[src/rtl/pack_tracker_if.sv]
// Dispatch, completion and commit signals of the pack-ID tracker.
// The tracker takes the slave side; dispatch, the ALUs and commit act as master.
interface pack_tracker_if;
    logic       dispatch_valid_i;
    logic       dispatch_ready_o;
    logic       ins0_valid_i;
    logic       ins1_valid_i;
    logic [3:0] pack_id_o;
    logic       alu0_done_i;
    logic [4:0] alu0_rob_i;
    logic       alu1_done_i;
    logic [4:0] alu1_rob_i;
    logic       commit_valid_o;
    logic       commit_ready_i;
    logic [3:0] commit_pack_id_o;
    logic [1:0] commit_mask_o;
    logic [4:0] occupancy_o;

    modport slave (
        input  dispatch_valid_i, ins0_valid_i, ins1_valid_i,
        input  alu0_done_i, alu0_rob_i, alu1_done_i, alu1_rob_i,
        input  commit_ready_i,
        output dispatch_ready_o, pack_id_o, commit_valid_o,
        output commit_pack_id_o, commit_mask_o, occupancy_o
    );

    modport master (
        output dispatch_valid_i, ins0_valid_i, ins1_valid_i,
        output alu0_done_i, alu0_rob_i, alu1_done_i, alu1_rob_i,
        output commit_ready_i,
        input  dispatch_ready_o, pack_id_o, commit_valid_o,
        input  commit_pack_id_o, commit_mask_o, occupancy_o
    );
endinterface

[src/rtl/pack_tracker.sv]
// Pack-ID tracker: hands out 4-bit pack IDs in order, collects per-slot
// completions from two ALUs and retires packs in order once every valid
// slot of the head pack has completed.
module pack_tracker #(
    parameter int DEPTH = 16
) (
    input  logic          cpu_clk_i,
    input  logic          cpu_rst_ni,
    input  logic          flush_i,
    pack_tracker_if.slave bus
);

    logic [3:0]       head_reg;
    logic [3:0]       tail_reg;
    logic [4:0]       count_reg;
    logic [DEPTH-1:0] alloc_reg;
    logic [1:0]       vmask_reg [DEPTH];
    logic [1:0]       done_reg  [DEPTH];

    logic dispatch_ready;
    logic dispatch_fire;
    logic head_complete;
    logic commit_valid;
    logic commit_fire;

    // Handshake qualifiers; full/empty are distinguished only by count.
    always_comb begin
        dispatch_ready = (count_reg != 5'(DEPTH)) && !flush_i;
        dispatch_fire  = bus.dispatch_valid_i && dispatch_ready;
        head_complete  = ((done_reg[head_reg] & vmask_reg[head_reg]) == vmask_reg[head_reg]);
        commit_valid   = !flush_i && (count_reg != 5'd0) && alloc_reg[head_reg] && head_complete;
        commit_fire    = commit_valid && bus.commit_ready_i;
    end

    assign bus.dispatch_ready_o = dispatch_ready;
    assign bus.pack_id_o        = tail_reg;
    assign bus.commit_valid_o   = commit_valid;
    assign bus.commit_pack_id_o = head_reg;
    assign bus.commit_mask_o    = vmask_reg[head_reg];
    assign bus.occupancy_o      = count_reg;

    // Head/tail pointers and in-flight count; flush returns everything to empty.
    always_ff @(posedge cpu_clk_i or negedge cpu_rst_ni) begin
        if (!cpu_rst_ni) begin
            head_reg  <= 4'd0;
            tail_reg  <= 4'd0;
            count_reg <= 5'd0;
        end else if (flush_i) begin
            head_reg  <= 4'd0;
            tail_reg  <= 4'd0;
            count_reg <= 5'd0;
        end else begin
            if (dispatch_fire) tail_reg <= tail_reg + 4'd1;
            if (commit_fire)   head_reg <= head_reg + 4'd1;
            case ({dispatch_fire, commit_fire})
                2'b10:   count_reg <= count_reg + 5'd1;
                2'b01:   count_reg <= count_reg - 5'd1;
                default: count_reg <= count_reg;
            endcase
        end
    end

    // Per-entry state. The tail entry is always free when dispatch fires and
    // head == tail only at empty/full, so dispatch and commit never target the
    // same entry in one cycle.
    generate
        for (genvar gi = 0; gi < DEPTH; gi++) begin : g_entry
            logic       hit0;
            logic       hit1;
            logic [1:0] set_bits;

            // Decode both ALU tags against this entry; OR of both ports, masked by valid slots.
            always_comb begin
                hit0     = bus.alu0_done_i && (bus.alu0_rob_i[4:1] == 4'(gi));
                hit1     = bus.alu1_done_i && (bus.alu1_rob_i[4:1] == 4'(gi));
                set_bits = 2'b00;
                if (hit0) set_bits = set_bits | (bus.alu0_rob_i[0] ? 2'b10 : 2'b01);
                if (hit1) set_bits = set_bits | (bus.alu1_rob_i[0] ? 2'b10 : 2'b01);
                set_bits = set_bits & vmask_reg[gi] & {2{alloc_reg[gi]}};
            end

            // Allocate on dispatch, release on commit, otherwise accumulate completions.
            always_ff @(posedge cpu_clk_i or negedge cpu_rst_ni) begin
                if (!cpu_rst_ni) begin
                    alloc_reg[gi] <= 1'b0;
                    vmask_reg[gi] <= 2'b00;
                    done_reg[gi]  <= 2'b00;
                end else if (flush_i) begin
                    alloc_reg[gi] <= 1'b0;
                    done_reg[gi]  <= 2'b00;
                end else if (dispatch_fire && (tail_reg == 4'(gi))) begin
                    alloc_reg[gi] <= 1'b1;
                    vmask_reg[gi] <= {bus.ins1_valid_i, bus.ins0_valid_i};
                    done_reg[gi]  <= 2'b00;
                end else if (commit_fire && (head_reg == 4'(gi))) begin
                    alloc_reg[gi] <= 1'b0;
                    done_reg[gi]  <= 2'b00;
                end else begin
                    done_reg[gi]  <= done_reg[gi] | set_bits;
                end
            end
        end
    endgenerate

endmodule

[src/flat_wrapper.sv]
// flat-port wrapper written by rule: the top's interface ports become plain ports
module pack_tracker_flat 
#(
    parameter int DEPTH = 16
)
  (cpu_clk_i, cpu_rst_ni, flush_i, bus_dispatch_valid_i, bus_ins0_valid_i, bus_ins1_valid_i, bus_alu0_done_i, bus_alu0_rob_i, bus_alu1_done_i, bus_alu1_rob_i, bus_commit_ready_i, bus_dispatch_ready_o, bus_pack_id_o, bus_commit_valid_o, bus_commit_pack_id_o, bus_commit_mask_o, bus_occupancy_o);
  pack_tracker_if bus_i ();
  input  logic cpu_clk_i;
  input  logic cpu_rst_ni;
  input  logic flush_i;
  input wire logic [$bits(bus_i.dispatch_valid_i)-1:0] bus_dispatch_valid_i;
  input wire logic [$bits(bus_i.ins0_valid_i)-1:0] bus_ins0_valid_i;
  input wire logic [$bits(bus_i.ins1_valid_i)-1:0] bus_ins1_valid_i;
  input wire logic [$bits(bus_i.alu0_done_i)-1:0] bus_alu0_done_i;
  input wire logic [$bits(bus_i.alu0_rob_i)-1:0] bus_alu0_rob_i;
  input wire logic [$bits(bus_i.alu1_done_i)-1:0] bus_alu1_done_i;
  input wire logic [$bits(bus_i.alu1_rob_i)-1:0] bus_alu1_rob_i;
  input wire logic [$bits(bus_i.commit_ready_i)-1:0] bus_commit_ready_i;
  output wire logic [$bits(bus_i.dispatch_ready_o)-1:0] bus_dispatch_ready_o;
  output wire logic [$bits(bus_i.pack_id_o)-1:0] bus_pack_id_o;
  output wire logic [$bits(bus_i.commit_valid_o)-1:0] bus_commit_valid_o;
  output wire logic [$bits(bus_i.commit_pack_id_o)-1:0] bus_commit_pack_id_o;
  output wire logic [$bits(bus_i.commit_mask_o)-1:0] bus_commit_mask_o;
  output wire logic [$bits(bus_i.occupancy_o)-1:0] bus_occupancy_o;
  assign bus_i.dispatch_valid_i = bus_dispatch_valid_i;
  assign bus_i.ins0_valid_i = bus_ins0_valid_i;
  assign bus_i.ins1_valid_i = bus_ins1_valid_i;
  assign bus_i.alu0_done_i = bus_alu0_done_i;
  assign bus_i.alu0_rob_i = bus_alu0_rob_i;
  assign bus_i.alu1_done_i = bus_alu1_done_i;
  assign bus_i.alu1_rob_i = bus_alu1_rob_i;
  assign bus_i.commit_ready_i = bus_commit_ready_i;
  assign bus_dispatch_ready_o = bus_i.dispatch_ready_o;
  assign bus_pack_id_o = bus_i.pack_id_o;
  assign bus_commit_valid_o = bus_i.commit_valid_o;
  assign bus_commit_pack_id_o = bus_i.commit_pack_id_o;
  assign bus_commit_mask_o = bus_i.commit_mask_o;
  assign bus_occupancy_o = bus_i.occupancy_o;
  pack_tracker #(.DEPTH(DEPTH)) u_core (.cpu_clk_i(cpu_clk_i), .cpu_rst_ni(cpu_rst_ni), .flush_i(flush_i), .bus(bus_i));
endmodule
[config.mk]
export PLATFORM = sky130hd
export DESIGN_NAME = pack_tracker_flat
export DESIGN_NICKNAME = d
export VERILOG_FILES = /design/src/rtl/pack_tracker_if.sv /design/src/rtl/pack_tracker.sv /design/src/flat_wrapper.sv
export SDC_FILE = /design/constraint.sdc
export NUM_CORES = 1
export LEC_CHECK = 0
export BUFFER_PORTS_ARGS = -buffer_cell sky130_fd_sc_hd__buf_2
export CORE_MARGIN = 2
export CORE_UTILIZATION = 50
export CTS_BUF_LIST = sky130_fd_sc_hd__clkbuf_4 sky130_fd_sc_hd__clkbuf_8
export DETAILED_ROUTE_END_ITERATION = 8
export PLACE_DENSITY = 0.72
export SETUP_SLACK_MARGIN = 0.15
export SLEW_MARGIN = 20
export SYNTH_ARGS = -nofsm -noshare
export SYNTH_HDL_FRONTEND = slang
export SYNTH_SLANG_ARGS = --single-unit
[constraint.sdc]
create_clock -name cpu_clk_i -period 6.9 [get_ports cpu_clk_i]
set_clock_uncertainty 0.1 [all_clocks]
set_input_delay 1.38 -clock cpu_clk_i [delete_from_list [all_inputs] [get_ports cpu_clk_i]]
set_output_delay 1.38 -clock cpu_clk_i [all_outputs]
set_load 0.005 [all_outputs]
==> impl_metrics.csv <==
group,metric,value,unit
sta,max_clock_freq,221.1,MHz
worst_setup_path,worstPathMaxFanout,15,
synth,syn_inst,488,
grt,grt_max_degree,73,
synth,synth_mux_area_share,15.36,%
placement,place_area,0.005537,mm2
layout,final_area,0.005744,mm2
job,drv_cap,0,
synth,syn_nets,519,
placement,dp_cells,632,
clocking,cts.htree.levels,3,
worst_setup_path,worstPathArrival,3.04,ns
placement,place_congestion,0.9898,
worst_setup_path,worst-setup-path-type,"reg2out",
floorplan,core-area,0.01032,mm2
sta,worst_pin_slew,0.9970,ns
drt,drc,0,
floorplan,io-pin-count,36,
power_and_ir_drop,max-vdd-ir-drop,0.1687,mV
outcome,status,"finished, final reports clean",
sta,worst_hold_slack,0.4273,ns
synth,synth_warnings,0,
sta,min_period_over_period,65.55,%
floorplan,num_rows,37,
floorplan,start_util,51.59,%
drt,routed-via-count,4418,
clocking,post-cts-setup-buffer-count,0,
clocking,cts-resized-gates,0,
grt,grt_util_met2,40.73,%
power_and_ir_drop,power,1.140,mW
synth,syn_avg_cell_area,10.91,um2
drt,wl_per_cell,22.46,um
synth,synth-seq-cells,93,
synth,yosysSeqAreaShare,43.69,%
synth,syn-cell-area,0.005326,mm2
grt,use_met1,39.27,%
synth,synth_xor_area_share,1.292,%
worst_setup_path,end_kind,"output port",
synth,synth_top_family_by_area,"simple AND/OR/NAND/NOR gates",
grt,grt_use_met3,4.802,%
synth,synth_edf_count,0,
layout,final_util,55.64,%
sta,slew_viol_final,0,
power_and_ir_drop,power.density,198.5,mW/mm2
grt,antenna_found_initial,0,
sta,setup_viol,0,
grt,grt_pass1_wl,23.72,mm
worst_setup_path,cp_slowest_cell,"dfrtp_1",
drt,drt_iter0_drc,511,
layout,fin_cells,648,
worst_setup_path,max_stage_delay,0.77,ns
synth,synth_compound_area_share,13.62,%
drt,first_pass_iters,5,
worst_setup_path,required,5.42,ns
worst_hold_path,hp-class,"reg2reg",
placement,dp_slack,2.418,ns
layout,final_cell_mix,"93 x dfrtp_1, 35 x nand2_1, 34 x buf_2, 33 x a31oi_1, 32 x o22ai_1",
grt,grt_pass1_vias,4309,
clocking,cts_made_buffers,9,
clocking,clock_sinks,93,
worst_setup_path,path_cells,"buf_4 > mux4_1 > a22oi_1 > nand2_1 > a31o_2 > a31oi_1 > buf_2",
layout,fill_cells,897,
drt,final_antenna_net_count,0,
drt,routed_via_density,6.818,
layout,multi_input_area,0.002768,mm2
worst_setup_path,critPathTopFamily,"flip-flops",
grt,overflow,0,
layout,drive_gt1_share,22.66,%
layout,regArea,0.002327,mm2
synth,yosys.area_share.simple,18.72,%
sta,fin_ws,2.377,ns
layout,final_common_cell,"dfrtp_1",
floorplan,fp.dieW,107.2,um
layout,final_nets,538,
clocking,hold_buffers,0,
power_and_ir_drop,p_leak,2.480,nW
drt,wirelength,14.55,mm
floorplan,die-area,0.01149,mm2
sta,layout_min_cycle_time,4.523,ns
layout,syn_to_final_growth,7.846,%
layout,n_antenna_cell,0,
clocking,clk_path_buf_depth,2,
clocking,clock_latency,0.38,ns
synth,synth.distinct_cells,50,
worst_setup_path,worst_setup_path_start_kind,"flip-flop",
clocking,clk_pin_slew,0.10,ns
worst_setup_path,crit_buf_inv,2,
sta,tns,0,ns
synth,synthAdderAreaFrac,2.960,%
placement,port_buffers,35,
grt,grt_busiest_layer,"met2",
synth,synthFlopType,"dfrtp_1",
clocking,cts_root_buf,"clkbuf_8",
placement,place_hpwl,10.50,mm
sta,finalHoldViolations,0,
clocking,cts_tree,"yes",
sta,max_slew_margin,33.53,%
floorplan,fp.dieH,107.2,um
sta,rsz0062_at_grt,"false",
synth,async_reset_ff_share,100.0,%
grt,track_usage,27.10,%
## area by class of cell
class	instances	area share, %
clock inverters	6	1.220
multi-input cells	347	48.18
flip-flops and latches	93	40.51
inverters	17	1.111
repair buffers	39	3.616
well taps	136	2.962
clock buffers	10	2.396
## final timing paths
kind | endpoint | cells past startpoint | startpoint | slack, ns
hold / removal | u_core.vmask_reg[14] | 2 | u_core.vmask_reg[14] | 0.43
min in group asynchronous | u_core.vmask_reg[20] | 1 | cpu_rst_ni | 0.78
setup / recovery | bus_commit_valid_o | 7 | u_core.bus.commit_pack_id_o[0] | 2.38
max in group asynchronous | u_core.alloc_reg[14] | 2 | cpu_rst_ni | 4.74
hold reg to reg | u_core.vmask_reg[14] | 2 | u_core.vmask_reg[14] | 0.43
setup reg to reg | u_core.bus.occupancy_o[4] | 15 | u_core.bus.commit_pack_id_o[0] | 2.39
## worst reg2reg max path, stage by stage, from the launching register on
cell and delay [ns]:
dfrtp_1 0.77, buf_4 0.38, mux4_1 0.61, a22oi_1 0.25, nand2_1 0.16, a31o_2 0.28, nor2_4 0.46, nand2_1 0.18
inv_1 0.15, ha_1 0.27, nor2b_1 0.14, o21ai_0 0.14, nand2b_1 0.13, nor4_1 0.20, mux2i_1 0.12, nand4_1 0.10
## where the power goes
part / internal [mW] / switching (mW) / total [mW]
Clock: 0.179 / 0.209 / 0.388
Combinational: 0.0609 / 0.0869 / 0.148
Sequential: 0.571 / 0.0335 / 0.604
## routing by layer
layer | vias up | routed length, um
met5 | - | 0
met4 | 0 | 525
met3 | 51 | 1381
met2 | 290 | 6580
met1 | 2159 | 6066
li1 | 1918 | -
## cells by family (layout without fill, tap and decap cells)
kind of cell | Yosys count | in the layout
AOI/OAI and AO/OA | 110 | 110
DFF | 93 | 93
and+or+nand+nor | 168 | 168
adders and majority gates | 12 | 12
buffers and inverters | 48 | 72
muxes | 50 | 50
xor gates and xnor gates | 7 | 7
## cells in the mapped netlist (6+ instances only)
cell / count / area [um2]
nand2b_1: 13 / 81.33
a31oi_1: 33 / 206.5
ha_1: 11 / 137.6
mux4_2: 11 / 247.7
dfrtp_1: 93 / 2327
inv_1: 17 / 63.81
nand2_1: 35 / 131.4
clkbuf_1: 22 / 82.58
nor3_1: 14 / 70.07
mux4_1: 9 / 236.5
a22oi_1: 10 / 75.07
and3_1: 8 / 50.05
o21ai_0: 11 / 55.05
and3_4: 12 / 135.1
nand3_1: 13 / 65.06
nor2b_1: 6 / 37.54
mux2_2: 26 / 292.8
nand3b_1: 9 / 67.56
o22ai_1: 32 / 200.2
nor4_1: 22 / 137.6
nor2_1: 18 / 67.56
(Power assumes the default switching activity.)
